[config.mk]
export PLATFORM = sky130hd
export DESIGN_NAME = kontroler_przerwan
export DESIGN_NICKNAME = d
export VERILOG_FILES = /design/src/rtl/kontroler_przerwan.sv
export SDC_FILE = /design/constraint.sdc
export NUM_CORES = 1
export LEC_CHECK = 0
export ABC_AREA = 1
export BUFFER_PORTS_ARGS = -buffer_cell sky130_fd_sc_hd__buf_2
export CORE_UTILIZATION = 30
export DETAILED_ROUTE_END_ITERATION = 6
export GPL_TIMING_DRIVEN = 0
export PLACE_DENSITY = 0.63
export SYNTH_ARGS = -nofsm -noshare
export SYNTH_HDL_FRONTEND = slang
export SYNTH_SLANG_ARGS = --single-unit
[constraint.sdc]
create_clock -name clk -period 1.6 [get_ports clk]
set_input_delay 0 -clock clk [delete_from_list [all_inputs] [get_ports clk]]
set_output_delay 0 -clock clk [all_outputs]
set_load 0.02 [all_outputs]
[src/rtl/kontroler_przerwan.sv]
// Vectored interrupt controller: edge-latched pending sources, per-source mask,
// global enable, fixed lowest-index priority and req/ack handshake to the ID stage.
module kontroler_przerwan #(
  parameter int unsigned N_SRC    = 4,
  parameter logic [7:0]  VEC_BASE = 8'h02,
  parameter logic [7:0]  VEC_STEP = 8'h02
) (
  input  logic             clk,
  input  logic             rst,
  input  logic [N_SRC-1:0] int_src,
  input  logic             gie_set,
  input  logic             gie_clr,
  input  logic             mask_we,
  input  logic [N_SRC-1:0] mask_wdata,
  input  logic             irq_ack,
  input  logic             reti,
  output logic             irq_req,
  output logic [7:0]       irq_vector,
  output logic             gie,
  output logic [N_SRC-1:0] pending,
  output logic [N_SRC-1:0] in_service
);

  typedef enum logic [1:0] {IDLE, REQ, SERVICE} state_t;

  state_t           state_q, state_d;
  logic [N_SRC-1:0] src_prev_q;
  logic [N_SRC-1:0] mask_q, mask_d;
  logic [N_SRC-1:0] pending_q, pending_d;
  logic [N_SRC-1:0] in_service_q, in_service_d;
  logic             gie_q, gie_d;
  logic             irq_req_q, irq_req_d;
  logic [7:0]       irq_vector_q, irq_vector_d;
  logic [2:0]       sel_q, sel_d;

  logic [N_SRC-1:0] edges;
  logic [N_SRC-1:0] eligible;
  logic [2:0]       sel_w;
  logic             any_w;
  logic             ack_w;

  assign edges    = int_src & ~src_prev_q;
  assign eligible = pending_q & mask_q;
  assign ack_w    = (state_q == REQ) && irq_ack;

  // Lowest eligible index wins; the first hit freezes the search.
  always_comb begin
    sel_w = '0;
    any_w = 1'b0;
    for (int unsigned i = 0; i < N_SRC; i++) begin
      if (eligible[i] && !any_w) begin
        sel_w = 3'(i);
        any_w = 1'b1;
      end
    end
  end

  always_comb begin
    state_d      = state_q;
    sel_d        = sel_q;
    irq_req_d    = irq_req_q;
    irq_vector_d = irq_vector_q;
    in_service_d = in_service_q;
    pending_d    = pending_q;
    mask_d       = mask_we ? mask_wdata : mask_q;

    // Ack-clear first so a same-cycle edge on the same bit re-sets it.
    for (int unsigned i = 0; i < N_SRC; i++) begin
      if (ack_w && sel_q == 3'(i)) pending_d[i] = 1'b0;
    end
    pending_d = pending_d | (edges & mask_q);

    gie_d = gie_q;
    if (gie_clr)         gie_d = 1'b0;
    if (gie_set || reti) gie_d = 1'b1;
    if (ack_w)           gie_d = 1'b0;

    case (state_q)
      IDLE: begin
        if (gie_q && any_w) begin
          state_d      = REQ;
          sel_d        = sel_w;
          irq_req_d    = 1'b1;
          irq_vector_d = VEC_BASE + {5'b0, sel_w} * VEC_STEP;
        end
      end
      REQ: begin
        if (irq_ack) begin
          state_d      = SERVICE;
          irq_req_d    = 1'b0;
          irq_vector_d = '0;
          for (int unsigned i = 0; i < N_SRC; i++) begin
            in_service_d[i] = (sel_q == 3'(i));
          end
        end else if (gie_clr) begin
          state_d      = IDLE;
          irq_req_d    = 1'b0;
          irq_vector_d = '0;
        end
      end
      SERVICE: begin
        if (reti) begin
          state_d      = IDLE;
          in_service_d = '0;
        end
      end
      default: state_d = IDLE;
    endcase
  end

  always_ff @(posedge clk) begin
    if (!rst) begin
      state_q      <= IDLE;
      src_prev_q   <= '0;
      mask_q       <= '1;
      pending_q    <= '0;
      in_service_q <= '0;
      gie_q        <= 1'b0;
      irq_req_q    <= 1'b0;
      irq_vector_q <= '0;
      sel_q        <= '0;
    end else begin
      state_q      <= state_d;
      src_prev_q   <= int_src;
      mask_q       <= mask_d;
      pending_q    <= pending_d;
      in_service_q <= in_service_d;
      gie_q        <= gie_d;
      irq_req_q    <= irq_req_d;
      irq_vector_q <= irq_vector_d;
      sel_q        <= sel_d;
    end
  end

  assign irq_req    = irq_req_q;
  assign irq_vector = irq_vector_q;
  assign gie        = gie_q;
  assign pending    = pending_q;
  assign in_service = in_service_q;

endmodule
==> metrics.csv <==
metric,value,unit
outcome,completed,
arrival time of data at the critical path endpoint,1760,ps
GR Overflow Total,0,
"most common cell after layout, fill and taps aside",sky130_fd_sc_hd__nand2_1,
Die Area,0.003783,mm²
Die Span Y,61.51,µm
TNS Setup,0,ps
maximum level of the CTS H-tree,1,
number of detailed-routing iterations run before antenna repair,4,
Starting Density,0.3158,
total track usage,0.1405,
reported leakage power,0.7379,nW
fill count,378,
nature of the critical path startpoint,register,
setup clock skew after layout,7.974,ps
R2R Path End,gie$_SDFFE_PP0P_,
post-route ant nets,0,
total of max-cap violations,0,
DR vias,990,
detailed-placement wirelength estimate,1.620,mm
most frequent cells in the layout,"sky130_fd_sc_hd__nand2_1, sky130_fd_sc_hd__buf_2, sky130_fd_sc_hd__dfxtp_1, sky130_fd_sc_hd__inv_1, sky130_fd_sc_hd__dlygate4sd3_1",
VDD IR-drop max,0.5184,mV
post-CTS clock slew at the launch and capture registers of the worst setup and hold paths,140,ps
kind of end point of the critical path,register,
detailed-route wire length per cell,9.270,µm
sequential area share after synthesis,0.4711,
total of flip-flops plus latches after synthesis,25,
CTS Buffer Depth,2,
start point of the critical path,state_q[1]$_SDFFE_PN0P_,
pin count of the biggest net entering global routing,15,
GPL Wtd Cong,0.7855,
R2R cell count,7,
worst hold start,gie_clr,
number of violations reported at the end of detailed-routing iteration 0,34,
clock tree sinks,25,
achievable clock frequency,673.1,MHz
post-synthesis area per instance,7.377,µm²
synthesized instance count,144,
Setup CP Type,register to register,
# rows,21,
min Tclk post-route,1486,ps
placed standard-cell area,0.001270,mm²
post-route core utilization,0.4338,
"Setup Fix Bufs, Post-CTS",0,
number of placed I/O pins,33,
DRC violation count after routing,0,
Netlist Area Pre-Place,0.001062,mm²
fraction of final layout cells sized beyond drive strength 1,0.2462,
final design instance area without fill,0.001459,mm²
Final Hold Violating Endpoints,0,
diode count,0,
placeable core region,0.003363,mm²
clock latency at the later pin of the worst-skew pair,320,ps
I/O Buffers,27,
clock tree from TritonCTS,yes,
type of the most critical hold path,input pin to register,
crit path capture,gie$_SDFFE_PP0P_,
setup repair after global routing missed its margin,no,
"Req. time, crit path",1870,ps
power density over cell area,880.6,mW/mm²
DIE WIDTH,61.51,µm
antenna violations before repair,0,
Final setup viols,0,
Final Cycle Share,0.9286,
register-to-register setup slack,110,ps
number of global-route vias before repair,994,
drt via density,4.108,
nets@finish,212,
Area Growth Syn to Fin,37.34,%
distinct cell type count of the synthesized netlist,21,
clock buffer count from CTS,3,
Yosys warning count,0,
max-slew violation total from the final report,0,
global-route wire length before repair,3.995,mm
Worst R2R Start,state_q[1]$_SDFFE_PN0P_,
clock root buffer master,sky130_fd_sc_hd__clkbuf_4,
Final Routed Wirelength,2.234,mm
Critical Path Fanout Max,5,
## cells in the mapped netlist
| cell type | count | area (µm²) |
|---|---|---|
| sky130_fd_sc_hd__nand2_1 | 36 | 135.1 |
| sky130_fd_sc_hd__dfxtp_1 | 25 | 500.5 |
| sky130_fd_sc_hd__inv_1 | 16 | 60.06 |
| sky130_fd_sc_hd__a21oi_1 | 15 | 75.07 |
| sky130_fd_sc_hd__nor2_1 | 12 | 45.04 |
| sky130_fd_sc_hd__nand3_1 | 10 | 50.05 |
| sky130_fd_sc_hd__buf_4 | 5 | 37.54 |
| sky130_fd_sc_hd__nand3b_1 | 5 | 37.54 |
| sky130_fd_sc_hd__inv_2 | 4 | 15.01 |
| sky130_fd_sc_hd__o21ai_0 | 3 | 15.01 |
| sky130_fd_sc_hd__nand2_2 | 2 | 12.51 |
| sky130_fd_sc_hd__nor2_2 | 2 | 12.51 |
| sky130_fd_sc_hd__a211oi_1 | 1 | 7.510 |
| sky130_fd_sc_hd__buf_2 | 1 | 5.000 |
| sky130_fd_sc_hd__clkbuf_1 | 1 | 3.750 |
| sky130_fd_sc_hd__conb_1 | 1 | 3.750 |
| sky130_fd_sc_hd__ha_1 | 1 | 12.51 |
| sky130_fd_sc_hd__nand2_4 | 1 | 11.26 |
| sky130_fd_sc_hd__nor3_2 | 1 | 10.01 |
| sky130_fd_sc_hd__o21ai_1 | 1 | 5.000 |
| sky130_fd_sc_hd__o31ai_1 | 1 | 7.510 |
## critical path, cell delays in order (launching register included)
cell and delay (ps):
sky130_fd_sc_hd__dfxtp_2 390, sky130_fd_sc_hd__inv_2 60, sky130_fd_sc_hd__nand2_4 70, sky130_fd_sc_hd__inv_2 50, sky130_fd_sc_hd__nand2_2 70, sky130_fd_sc_hd__inv_2 60
sky130_fd_sc_hd__a211oi_1 160, sky130_fd_sc_hd__dlygate4sd3_1 580
## flip-flops by register name, summed over array words and instances, names as in the netlist
signal / cells
irq_vector: 3
in_service: 4
gie: 1
pending: 4
mask_q: 4
sel_q: 2
irq_req: 1
src_prev_q: 4
state_q: 2
## cell families (layout without fill, tap and decap cells)
group / count (synthesis) / after routing / synth area share
and+or+nand+nor: 69 / 69 / 0.2956
buffers and inverters: 27 / 74 / 0.1142
DFF: 25 / 25 / 0.4711
AOI/OAI and AO/OA: 21 / 21 / 0.1036
adders and majority gates: 1 / 1 / 0.01178
other: 1 / 5 / 0.003530
## where the power goes
group | internal [mW] | total, mW | switching, mW
Clock | 0.0935 | 0.281 | 0.187
Combinational | 0.127 | 0.300 | 0.173
Sequential | 0.672 | 0.704 | 0.0319
## repair_timing
item	CTS	global route
hold buffers	16	0
gates resized for setup	0	1
setup endpoints to repair	0	1
endpoints found under the hold margin	17	0
## worst min-delay path by stage
stage                                          end  slack [ps]  depth (start not counted)
final                      state_q[0]$_SDFFE_PN0P_           5                          4
after global routing       state_q[0]$_SDFFE_PN0P_           8                          4
after CTS                  state_q[0]$_SDFFE_PN0P_         0.7                          4
after detailed placement  src_prev_q[1]$_SDFF_PN0_         200                          3
after global placement    src_prev_q[0]$_SDFF_PN0_         200                          3
after floorplan           src_prev_q[0]$_SDFF_PN0_          90                          2
## metal layers
metal | wire, µm | vias to the layer above | GRT usage
li1 | - | 546 | -
met1 | 1115 | 412 | 0.1772
met2 | 981 | 28 | 0.2366
met3 | 112 | 4 | 0.04202
met4 | 25 | 0 | 0.03175
met5 | 0 | - | 0
## stage by stage
step	hold slack (ps)	power (mW)	setup WS [ps]	instances
2_1_floorplan	93.45	0.9054	223.8	148
3_3_place_gp	196.3	0.9855	255.1	221
3_5_place_dp	201.9	0.9861	246.4	221
4_1_cts	0.7085	1.298	86.95	241
5_1_grt	8.215	1.386	43.15	241
6_report	5.037	1.285	114.3	241
## area by class of cell
class                   instances  area, µm²  share of cell area
plain buffers                   7      46.29             0.03173
inverters                      20      75.07             0.05146
clock inverters                 1      5.005            0.003431
multi-input cells              96      455.4              0.3122
well taps                      46      57.56             0.03945
flip-flops and latches         25      501.7              0.3439
clock buffers                   3      22.52             0.01544
repair buffers                 43      295.3              0.2024
Power figures use the tool's default switching activity.
